<file path="src/rtl/message_scroller_pkg.sv">
// Shared definitions for the message scroller run-mode display stage.
// Holds character code constants, the blank segment pattern, the FSM state
// type and small helpers for ring indexing and digit selection.
package message_scroller_pkg;

  localparam logic [6:0] CHAR_BLANK = 7'd63;
  localparam logic [6:0] CHAR_MAX   = 7'd62;
  localparam int         MSG_LEN    = 7;
  localparam int         RING_LEN   = 14;
  localparam logic [6:0] SEG_OFF    = 7'b1111111;

  typedef enum logic [1:0] {
    IDLE,
    LOAD,
    SCROLL,
    HOLD
  } state_t;

  // Ring position of digit d for a window starting at pos. The sum can reach
  // 13 + 6 = 19, so it is formed one bit wider before folding back by 14.
  function automatic logic [3:0] ring_idx(input logic [3:0] pos, input logic [2:0] digit);
    logic [4:0] sum;
    sum = {1'b0, pos} + {2'b00, digit};
    if (sum >= 5'(RING_LEN)) return 4'(sum - 5'(RING_LEN));
    else                     return sum[3:0];
  endfunction

  // Active-low one-hot select: digit d pulls bit 6-d low.
  function automatic logic [6:0] digit_sel(input logic [2:0] digit);
    return ~(7'b1000000 >> digit);
  endfunction

endpackage

</file>
<file path="src/rtl/message_scroller_if.sv">
// Display-side bundle of the message scroller.
//   mode        : 1 = setting (scroller idle), 0 = run
//   char0..6    : character codes, 0..62 valid, 63..127 blank
//   pause_btn   : single-cycle pulse toggling pause
//   trans       : active-low one-hot digit select
//   led7seg     : active-low segment pattern of the selected digit
//   scroll_pos  : current window start, 0..13
// master = the block feeding characters and reading the display,
// slave  = the scroller itself.
interface message_scroller_if;
  logic       mode;
  logic [6:0] char0, char1, char2, char3, char4, char5, char6;
  logic       pause_btn;
  logic [6:0] trans;
  logic [6:0] led7seg;
  logic [3:0] scroll_pos;

  modport master (
    output mode, char0, char1, char2, char3, char4, char5, char6, pause_btn,
    input  trans, led7seg, scroll_pos
  );

  modport slave (
    input  mode, char0, char1, char2, char3, char4, char5, char6, pause_btn,
    output trans, led7seg, scroll_pos
  );
endinterface

</file>
<file path="src/rtl/message_scroller_table_char.sv">
// table_char: registered character-code to 7-segment lookup (1-cycle latency).
//   clk  : clock
//   code : character code; 0..9 digits, 10..35 letters A..Z,
//          36..61 lowercase letters (drawn like 10..35), 62 dash
//   seg  : active-low pattern {g,f,e,d,c,b,a}; codes >= 63 give all off
module table_char
  import message_scroller_pkg::*;
(
  input  logic       clk,
  input  logic [6:0] code,
  output logic [6:0] seg
);

  logic [6:0] base;
  logic [6:0] pattern;

  // NOTE: every always_comb output gets a default first so no path leaves it
  // unassigned, which would otherwise infer a latch.
  always_comb begin
    base = code;
    if (code >= 7'd36 && code <= 7'd61) base = code - 7'd26;
  end

  always_comb begin
    pattern = SEG_OFF;
    case (base)
      7'd0:  pattern = 7'h40;  7'd1:  pattern = 7'h79;
      7'd2:  pattern = 7'h24;  7'd3:  pattern = 7'h30;
      7'd4:  pattern = 7'h19;  7'd5:  pattern = 7'h12;
      7'd6:  pattern = 7'h02;  7'd7:  pattern = 7'h78;
      7'd8:  pattern = 7'h00;  7'd9:  pattern = 7'h10;
      7'd10: pattern = 7'h08;  7'd11: pattern = 7'h03;
      7'd12: pattern = 7'h46;  7'd13: pattern = 7'h21;
      7'd14: pattern = 7'h06;  7'd15: pattern = 7'h0E;
      7'd16: pattern = 7'h42;  7'd17: pattern = 7'h09;
      7'd18: pattern = 7'h4F;  7'd19: pattern = 7'h61;
      7'd20: pattern = 7'h0A;  7'd21: pattern = 7'h47;
      7'd22: pattern = 7'h6A;  7'd23: pattern = 7'h2B;
      7'd24: pattern = 7'h23;  7'd25: pattern = 7'h0C;
      7'd26: pattern = 7'h18;  7'd27: pattern = 7'h2F;
      7'd28: pattern = 7'h12;  7'd29: pattern = 7'h07;
      7'd30: pattern = 7'h41;  7'd31: pattern = 7'h63;
      7'd32: pattern = 7'h55;  7'd33: pattern = 7'h09;
      7'd34: pattern = 7'h11;  7'd35: pattern = 7'h24;
      7'd62: pattern = 7'h3F;
      default: pattern = SEG_OFF;
    endcase
  end

  // NOTE: pure data pipeline register with no reset; whoever consumes it
  // masks it with a reset-cleared valid/blank flag.
  always_ff @(posedge clk) seg <= pattern;

endmodule

</file>
<file path="src/rtl/message_scroller.sv">
// message_scroller: run-mode stage that scrolls the seven edited characters
// right-to-left across a 7-digit multiplexed 7-segment display.
//   clk  : system clock
//   rst  : synchronous active-low reset
//   bus  : message_scroller_if.slave (mode, char0..6, pause_btn in;
//          trans, led7seg, scroll_pos out)
// Parameters: SCAN_DIV = scan counter terminal, STEP_DIV = step counter terminal.
// Build option: define MESSAGE_SCROLLER_PAUSE_EN to build the HOLD state and
// honour pause_btn; without it the pulse is ignored.
module message_scroller
  import message_scroller_pkg::*;
#(
  parameter int unsigned SCAN_DIV = 25000,
  parameter int unsigned STEP_DIV = 12500000
) (
  input  logic              clk,
  input  logic              rst,
  message_scroller_if.slave bus
);

  localparam int SCAN_W = (SCAN_DIV > 0) ? $clog2(SCAN_DIV + 1) : 1;
  localparam int STEP_W = (STEP_DIV > 0) ? $clog2(STEP_DIV + 1) : 1;

  state_t            state;
  logic [6:0]        msg [MSG_LEN];   // ring positions 0..6; 7..13 are always blank
  logic [SCAN_W-1:0] scan_cnt;
  logic [STEP_W-1:0] step_cnt;
  logic [2:0]        digit;
  logic [6:0]        sel_d1;
  logic              blank_d1;
  logic [6:0]        seg_raw;
  logic [6:0]        cur_code;
  logic [3:0]        ring_i;
  logic              active;
  logic              scan_tick;
  logic              step_tick;
  logic [2:0]        next_digit;
  logic [3:0]        next_pos;
  logic              pause_hit;

`ifdef MESSAGE_SCROLLER_PAUSE_EN
  assign pause_hit = bus.pause_btn;
`else
  logic unused_pause;
  assign unused_pause = bus.pause_btn;
  assign pause_hit    = 1'b0;
`endif

  assign scan_tick  = (scan_cnt == SCAN_W'(SCAN_DIV));
  assign step_tick  = (step_cnt == STEP_W'(STEP_DIV));
  assign next_digit = (digit == 3'(MSG_LEN - 1)) ? 3'd0 : digit + 3'd1;
  assign next_pos   = (bus.scroll_pos == 4'(RING_LEN - 1)) ? 4'd0 : bus.scroll_pos + 4'd1;
  // Leaving run mode blanks the lookup stage at once so the display goes
  // dark within two edges of mode rising.
  assign active     = !bus.mode && (state != IDLE);
  assign ring_i     = ring_idx(bus.scroll_pos, digit);

  always_comb begin
    cur_code = CHAR_BLANK;
    // During LOAD the ring is still being written; the window starts at 0 and
    // the digit is 0, so char0 is fed straight through to save a cycle.
    if (state == LOAD)                cur_code = bus.char0;
    else if (ring_i < 4'(MSG_LEN))    cur_code = msg[ring_i[2:0]];
  end

  table_char u_table (
    .clk  (clk),
    .code (cur_code),
    .seg  (seg_raw)
  );

  // NOTE: sequential state uses non-blocking assignments only, so every
  // register samples pre-edge values regardless of statement order.
  always_ff @(posedge clk) begin
    if (!rst) begin
      state          <= IDLE;
      // NOTE: the message store is reset because its blank contents are
      // visible behaviour, unlike the lookup pipeline register.
      for (int i = 0; i < MSG_LEN; i++) msg[i] <= CHAR_BLANK;
      scan_cnt       <= '0;
      step_cnt       <= '0;
      digit          <= '0;
      sel_d1         <= SEG_OFF;
      blank_d1       <= 1'b1;
      bus.trans      <= SEG_OFF;
      bus.led7seg    <= SEG_OFF;
      bus.scroll_pos <= '0;
    end else begin
      // Select is delayed alongside the lookup so both change on the same edge.
      sel_d1      <= active ? digit_sel(digit) : SEG_OFF;
      blank_d1    <= !active || (cur_code > CHAR_MAX);
      bus.trans   <= sel_d1;
      bus.led7seg <= blank_d1 ? SEG_OFF : seg_raw;

      if (bus.mode) begin
        state    <= IDLE;
        scan_cnt <= '0;
        step_cnt <= '0;
        digit    <= '0;
      end else begin
        case (state)
          IDLE: begin
            scan_cnt <= '0;
            step_cnt <= '0;
            digit    <= '0;
            state    <= LOAD;
          end
          LOAD: begin
            msg[0] <= bus.char0;  msg[1] <= bus.char1;
            msg[2] <= bus.char2;  msg[3] <= bus.char3;
            msg[4] <= bus.char4;  msg[5] <= bus.char5;
            msg[6] <= bus.char6;
            bus.scroll_pos <= '0;
            scan_cnt       <= '0;
            step_cnt       <= '0;
            digit          <= '0;
            state          <= SCROLL;
          end
          SCROLL: begin
            scan_cnt <= scan_tick ? '0 : scan_cnt + SCAN_W'(1);
            if (scan_tick) digit <= next_digit;
            step_cnt <= step_tick ? '0 : step_cnt + STEP_W'(1);
            // A pause on the terminal cycle wins: the counter still clears
            // but the window does not move.
            if (pause_hit)      state          <= HOLD;
            else if (step_tick) bus.scroll_pos <= next_pos;
          end
`ifdef MESSAGE_SCROLLER_PAUSE_EN
          HOLD: begin
            scan_cnt <= scan_tick ? '0 : scan_cnt + SCAN_W'(1);
            if (scan_tick) digit <= next_digit;
            if (pause_hit) state <= SCROLL;
          end
`endif
          default: state <= IDLE;
        endcase
      end
    end
  end

endmodule

</file>
<file path="src/flat_wrapper.sv">
// flat-port wrapper written by rule: the top's interface ports become plain ports
module message_scroller_flat import message_scroller_pkg::*;
#(
  parameter int unsigned SCAN_DIV = 25000,
  parameter int unsigned STEP_DIV = 12500000
)
  (clk, rst, bus_mode, bus_char0, bus_char1, bus_char2, bus_char3, bus_char4, bus_char5, bus_char6, bus_pause_btn, bus_trans, bus_led7seg, bus_scroll_pos);
  message_scroller_if bus_i ();
  input  logic clk;
  input  logic rst;
  input wire logic [$bits(bus_i.mode)-1:0] bus_mode;
  input wire logic [$bits(bus_i.char0)-1:0] bus_char0;
  input wire logic [$bits(bus_i.char1)-1:0] bus_char1;
  input wire logic [$bits(bus_i.char2)-1:0] bus_char2;
  input wire logic [$bits(bus_i.char3)-1:0] bus_char3;
  input wire logic [$bits(bus_i.char4)-1:0] bus_char4;
  input wire logic [$bits(bus_i.char5)-1:0] bus_char5;
  input wire logic [$bits(bus_i.char6)-1:0] bus_char6;
  input wire logic [$bits(bus_i.pause_btn)-1:0] bus_pause_btn;
  output wire logic [$bits(bus_i.trans)-1:0] bus_trans;
  output wire logic [$bits(bus_i.led7seg)-1:0] bus_led7seg;
  output wire logic [$bits(bus_i.scroll_pos)-1:0] bus_scroll_pos;
  assign bus_i.mode = bus_mode;
  assign bus_i.char0 = bus_char0;
  assign bus_i.char1 = bus_char1;
  assign bus_i.char2 = bus_char2;
  assign bus_i.char3 = bus_char3;
  assign bus_i.char4 = bus_char4;
  assign bus_i.char5 = bus_char5;
  assign bus_i.char6 = bus_char6;
  assign bus_i.pause_btn = bus_pause_btn;
  assign bus_trans = bus_i.trans;
  assign bus_led7seg = bus_i.led7seg;
  assign bus_scroll_pos = bus_i.scroll_pos;
  message_scroller #(.SCAN_DIV(SCAN_DIV), .STEP_DIV(STEP_DIV)) u_core (.clk(clk), .rst(rst), .bus(bus_i));
endmodule
</file>
<file path="config.mk">
export PLATFORM = sky130hd
export DESIGN_NAME = message_scroller_flat
export DESIGN_NICKNAME = d
export VERILOG_FILES = /design/src/rtl/message_scroller_pkg.sv /design/src/rtl/message_scroller_if.sv /design/src/rtl/message_scroller_table_char.sv /design/src/rtl/message_scroller.sv /design/src/flat_wrapper.sv
export SDC_FILE = /design/constraint.sdc
export NUM_CORES = 1
export LEC_CHECK = 0
export BUFFER_PORTS_ARGS = -buffer_cell sky130_fd_sc_hd__buf_4
export CORE_MARGIN = 5
export CORE_UTILIZATION = 50
export DETAILED_ROUTE_END_ITERATION = 6
export HOLD_SLACK_MARGIN = 0.02
export PLACE_DENSITY = 0.69
export SYNTH_ARGS = -nofsm -noshare
export SYNTH_HDL_FRONTEND = slang
export SYNTH_SLANG_ARGS = --single-unit
</file>
<file path="constraint.sdc">
create_clock -name clk -period 11 [get_ports clk]
set_clock_uncertainty 0.05 [all_clocks]
set_input_delay 2.2 -clock clk [delete_from_list [all_inputs] [get_ports clk]]
set_output_delay 2.2 -clock clk [all_outputs]
set_load 0.05 [all_outputs]
</file>
======== Word-level counts from Yosys, hierarchy flattened ========
Memory sizes are Yosys's and may differ from the RTL's. A register that Yosys moved wholly into a read port is not among the register bits.
Cells that the tools add are included.
storage, ports and cells
  flip-flop bits (word level) ............. 70
  latch bits .............................. 0
  bits in writable memories ............... 49
  memory bits (read-only) ................. 448
  input port bits ......................... 53
  output and inout bits ................... 18
  logic and storage cells ................. 84
  memories kept ........................... 2
operators by class
  add/subtract/negate cells ............... 7
  multiply operators ...................... 0
  div/mod/pow operators ................... 0
  $lt $le $gt $ge ......................... 5
  equality and inequality tests ........... 8
  shifts and indexed selects .............. 1
  muxes and demuxes ....................... 27
  bitwise gates (word level) .............. 10
  reductions and logical operators ........ 15
memories
  memory           depth  bits a word  rd ports  clocked after memory_dff  write ports  line                               RTL
  (no name shown)  64     7            1         1                         0            message_scroller_table_char.sv:26  case (base)
  u_core.msg       7      7            1         0                         7            message_scroller.sv:25             logic [6:0] msg [MSG_LEN];
operators with widths
  cell                                                            number
  2-to-1 mux 7 bit                                                10
  one-hot mux 24 bit (2 select lines)                             1
  one-hot mux 15 bit (2 select lines)                             1
  adder 24 x 1 -> 24 bit (second input constant)                  1
  equality test 24 bit (second input constant)                    1
  2-to-1 mux 24 bit                                               1
  adder 15 x 1 -> 15 bit (second input constant)                  1
  equality test 15 bit (second input constant)                    1
  2-to-1 mux 15 bit                                               1
  2-to-1 mux 4 bit                                                3
  one-hot mux 4 bit (2 select lines)                              1
  >= comparator 7 x 6 -> 1 bit (second input constant)            1
  greater-than comparator 7 x 6 -> 1 bit (second input constant)  1
  <= comparator 7 x 6 -> 1 bit (second input constant)            1
  NOT 7 bit                                                       1
  OR 1 bit                                                        7
  right shift 7 x 3 -> 7 bit (first input constant)               1
  subtractor 7 x 5 -> 7 bit (second input constant)               1
  2-to-1 mux 3 bit                                                2
  one-hot mux 2 bit (3 select lines)                              1
  one-hot mux 3 bit (2 select lines)                              1
  nonzero test 2 bit                                              3
  OR reduction 2 bit                                              3
  adder 4 x 3 -> 5 bit                                            1
  other kinds (18)                                                27

======== Depth between registers and ports, before layout ========
  depth after elaboration ................. 9
  depth in mapped cells ................... 23
  gate-level depth less buffers ........... 20

======== Cells and area by module ========
Synthesis repeated with hierarchy kept, for this count alone.
second synthesis, totals
  cell total of the unflattened synthesis .. 730
  area, all modules ....................... 7,025.5 µm²
modules (own cells, without submodules)
  module            instances  cells each  area an instance (µm²)  sequential area each (µm²)
  message_scroller  1          578         5,888.1                 2,872.8
  table_char        1          152         1,137.3                 140.1

======== Least setup slack after synthesis ========
No wires, ideal clock.
  kind .................................... input-to-reg
  start ................................... input bus_mode
  end ..................................... memory u_core.msg[0][0] (enable)
  setup time .............................. 0.523 ns
  data arrival time ....................... 5.664 ns
  data required time ...................... 10.427 ns
  setup slack ............................. 4.763 ns
  cell stages on the path ................. 1
  path buffers ............................ 0
  cells stage by stage .................... o21ai_0
RTL lines
  what             line                    RTL
  start, declared  flat_wrapper.sv:11      input wire logic [$bits(bus_i.mode)-1:0] bus_mode;
  end, declared    message_scroller.sv:25

======== Final worst setup path ========
  start ................................... register u_core.bus.scroll_pos[0]
  end ..................................... register u_core.u_table.seg[3]
between the ends
  longest elaborated chain between the ends .. 9
  elaborated cells on any way between the ends .. 13
  classes of those cells .................. add/sub (3); order compare (4); mux (4); reduce/logical (1); memory (1)
ends and longest elaborated chain
  what                                                                                 line                               RTL
  start, declared                                                                      message_scroller_if.sv:25          output trans, led7seg, scroll_pos
  start signal, assigned                                                               message_scroller.sv:126            else if (step_tick) bus.scroll_pos <= next_pos;
  adder 4 x 3 -> 5 bit (*)                                                             message_scroller_pkg.sv:23         sum = {1'b0, pos} + {2'b00, digit};
  subtractor 4 bit / >= comparator 5 x 4 -> 1 bit (equally long branches)              message_scroller_pkg.sv:24         if (sum >= 5'(RING_LEN)) return 4'(sum - 5'(RING_LEN));
  2-to-1 mux 4 bit (*)                                                                 message_scroller_pkg.sv:24
  less-than comparator 4 x 3 -> 1 bit / memory (7 x 7 bit) (equally long branches)     --
  2-to-1 mux 7 bit (*)                                                                 message_scroller.sv:63             else if (ring_i < 4'(MSG_LEN)) cur_code = msg[ring_i[2:0]];
  2-to-1 mux 7 bit (*)                                                                 message_scroller.sv:62             if (state == LOAD) cur_code = bus.char0;
  >= comparator 7 x 6 -> 1 bit / <= comparator 7 x 6 -> 1 bit (equally long branches)  message_scroller_table_char.sv:21  if (code >= 7'd36 && code <= 7'd61) base = code - 7'd26;
  logical AND 1 bit                                                                    message_scroller_table_char.sv:21
  2-to-1 mux 7 bit (*)                                                                 message_scroller_table_char.sv:21
  end, declared                                                                        message_scroller_table_char.sv:11  output logic [6:0] seg
Mark *: on every way between the ends. The rest lies on a longest branch, timed or not.
A chain may end at the register's enable or synchronous reset.

==> run_results.csv <==
group,metric,value,unit
run_status,status,"finished, final reports clean",
sta,hold_slack,0.352,ns
sta,timing.final.crit_period,6.93,ns
final_layout,post-route-cell-area,0.00812,mm²
sta,max_freq,0.144,GHz
yosys,synth_top_cells_by_area,"dfxtp_1 (22%), edfxtp_1 (21%), mux4_2 (5.9%)",
min_path,count_of_cells_along_the_worst_hold_path,1,
final_layout,finish.utilization,59.2,%
route,routed_via_density,5.74,
sta,setup_viol_count_final,0,
grt,antenna_found_initial,0,
clock_tree,clockBufferDepth,2,
yosys,synth_ff_type,"dfxtp_1",
worst_setup_path,r2r_setup_slack,4.07,ns
min_path,whs_endpoint,"u_core.bus.led7seg[2]$_SDFF_PP1_",
final_layout,layout.cells.most_common,"dfxtp_1",
placed_design,placement.io_buffers,69,
clock_tree,cts_tree,"done",
clock_tree,cts.root.buffer_cell,"clkbuf_16",
yosys,synth_area_in_compound_gates,11.0,%
floorplan,design.die.area,0.0163,mm²
grt,grt.overflow.total,0,
final_layout,layout.cells.most_common_list,"dfxtp_1 (77), buf_4 (76), nor2_1 (71)",
placed_design,finalWeightedCongestion,0.891,
pwr,worst_ir_drop_vdd,107,µV
route,num_vias,5415,
sta,setup_total_negative_slack,0,ns
clock_tree,hold_buffers_post_cts,0,
route,detail_route.drc_violations,0,
floorplan,initial_core_util,50.3,%
yosys,ys_async_sr_fraction,0,%
sta,worst-slew-pin-transition,1.11,ns
yosys,synth_top_cell_by_area,"dfxtp_1",
final_layout,finish.net_count,832,
sta,final_max_slew_viol_count,0,
floorplan,floorplan.rows,43,
worst_setup_path,cp_common_cell,"ha_1",
worst_setup_path,arrival,7.17,ns
grt,number_of_global_route_vias_before_repair,5375,
route,wl_per_cell,16.8,µm
yosys,mux_cell_area_share_after_synthesis,9.49,%
min_path,start_point_of_the_worst_min_delay_path,"u_core.u_table.seg[2]$_SDFF_PP1_",
grt,track_usage,20.2,%
worst_setup_path,crit_path_cell_trace,"ha_1 > fa_1 > ha_1 > a221oi_2 > nor3_4 > mux4_2 > o32ai_2 > inv_1 > ha_1 > nand2b_1 > o21bai_1 > o31ai_1 > a2bb2oi_1 > inv_1 > ha_1 > mux4_2 > mux2i_1 > a31oi_1",
worst_setup_path,critPathTopFamily,"adder cells",
clock_tree,cts.sinks,126,
run,maxCapViolations,0,
yosys,syn_area_per_cell,10.0,µm²
worst_setup_path,worst-r2r-cell-count,18,
yosys,synth.yosys.warnings,0,
yosys,post-synth-top-area-fraction,22.3,%
sta,hold_viol_final,0,
yosys,synth_fp_nets,768,
sta,layout_worst_path_cycle_share,63.0,%
yosys,synth-simple-area-share,22.9,%
final_layout,drive_above_1_share,19.4,%
clock_tree,cts-htree-levels,4,
yosys,synth.distinct_cells,78,
yosys,synthesis.area,0.00691,mm²
floorplan,dieWidth,128,µm
worst_setup_path,worstSetupPathType,"reg2reg",
placed_design,postPlaceCellArea,0.00756,mm²
final_layout,antenna_cells_inserted,0,
worst_setup_path,critPathCaptureType,"flop",
clock_tree,clkTransAtPathRegs,0.06,ns
yosys,synth-edff-count,49,
pwr,power_density,140,mW/mm²
route,antenna_left,0,
worst_setup_path,worstPathBufferInverterCount,2,
yosys,synthesis.instances,688,
floorplan,area_of_the_core,0.0137,mm²
floorplan,floorplan.io_pins,71,
clock_tree,cts_buffers,17,
yosys,synthAdderAreaFrac,5.00,%
yosys,seq_area_frac_synth,43.6,%
yosys,main_combinational_cell_family_by_area_after_synthesis,"simple AND/OR/NAND/NOR gates",
sta,slew_headroom,25.8,%
clock_tree,cts_resized,0,
final_layout,area_delta_synth_final,17.6,%
grt,grt_start_max_net_pins,50,
sta,grt_setup_unrepaired,"false",
yosys,synth_xor_area_share,4.42,%
grt,grt_pass1_wl,26100,µm
worst_setup_path,timing.critical_path.required,11.24,ns
worst_setup_path,worst-path-max-fanout,20,
clock_tree,postCtsSetupBuffers,0,
worst_setup_path,rr_endpoint,"u_core.u_table.seg[3]$_SDFF_PP1_",
worst_setup_path,reg2reg_from,"u_core.bus.scroll_pos[0]$_SDFFE_PN0P_",
route,router_iterations_before_antenna_repair,7,
pwr,power_leakage,2.85,nW
min_path,min-delay-path-class,"reg2reg",
sta,final.setup.worst_slack,4.07,ns
worst_setup_path,slowest_stage,"fa_1",
route,wl,15900,µm
placed_design,detailedPlace.worstSlack,4.12,ns
route,initialDrtViolationCount,411,
yosys,synth-seq-cells,126,
placed_design,dp.final_hpwl,11300,µm
clock_tree,clk_latency,0.41,ns
floorplan,die-height,128,µm
worst_setup_path,peak_per_stage_delay_on_the_critical_path,1.00,ns
worst_setup_path,start_kind,"flop",
## cells in the mapped netlist, types with 7 or more instances
library cell / instances
mux4_2: 18
o21ai_0: 24
dfxtp_1: 77
clkbuf_1: 19
xor2_1: 18
a21oi_1: 23
o21ai_1: 7
inv_1: 23
and3_1: 17
nand3_1: 26
nor3_1: 10
or3_1: 39
nand2b_1: 27
nor2b_1: 10
xnor2_1: 15
edfxtp_1: 49
mux2i_1: 18
ha_1: 26
nor3b_1: 8
nor2_1: 71
nand2_1: 43
and2_1: 9
nor4_1: 7
## metal layers
layer	global-route usage, %	vias up	part of all wire [%]
met3	5.48	10	6.4
met5	0	-	0
met2	34.4	160	49
met4	5.24	0	0.96
met1	25.4	2621	43
li1	-	2624	-
## layout make-up
cell class                      instances  area [µm²]
Fill cell                            1161        5600
Multi-Input combinational cell        507        3660
Sequential cell                       126        3010
Timing Repair Buffer                   76         571
Clock buffer                           19         453
Tap cell                              180         225
Clock inverter                         12         111
Inverter                               24        90.1
## flip-flops by register name (all words and copies together), names as in the netlist
name,flops
u_core.msg,49
u_core.step_cnt,24
u_core.scan_cnt,15
u_core.bus.led7seg,7
u_core.bus.trans,7
u_core.sel_d1,7
u_core.u_table.seg,7
u_core.bus.scroll_pos,4
u_core.digit,3
u_core.state,2
u_core.blank_d1,1
## logic make-up (layout without fill, tap and decap cells)
| kind of cell | after synthesis | after routing |
|---|---|---|
| mux | 42 | 42 |
| compound gates | 109 | 109 |
| simple gates | 295 | 295 |
| buf+inv | 55 | 131 |
| xor+xnor | 34 | 34 |
| flops | 126 | 126 |
| fa+ha+maj | 27 | 27 |
## worst max-delay path by stage
stage                                                from                          endpoint  cells after the start  slack [ns]
global placement    u_core.bus.scroll_pos[0]$_SDFFE_PN0P_  u_core.u_table.seg[3]$_SDFF_PP1_                     18        4.24
finish              u_core.bus.scroll_pos[0]$_SDFFE_PN0P_  u_core.u_table.seg[3]$_SDFF_PP1_                     18        4.07
floorplan                                        bus_mode    u_core.msg[0][0]$_SDFFCE_PN1P_                      1        4.76
global route        u_core.bus.scroll_pos[0]$_SDFFE_PN0P_  u_core.u_table.seg[3]$_SDFF_PP1_                     18        3.63
CTS                 u_core.bus.scroll_pos[0]$_SDFFE_PN0P_  u_core.u_table.seg[3]$_SDFF_PP1_                     18        4.08
detailed placement  u_core.bus.scroll_pos[0]$_SDFFE_PN0P_  u_core.u_table.seg[3]$_SDFF_PP1_                     18        4.12
## power by group
part	leakage, nW	switching [W]	internal (W)
clock	0.284	0.000207	0.000323
combinational	1.55	0.0000642	0.0000465
sequential	1.01	0.00000294	0.000493
## per-stage QoR
stage,instances,total power (W)
after floorplan,688,0.000580
after detailed placement,913,0.000615
after global placement,913,0.000612
after global routing,944,0.00118
after CTS,944,0.00115
final,944,0.00114
(Power assumes the default switching activity.)
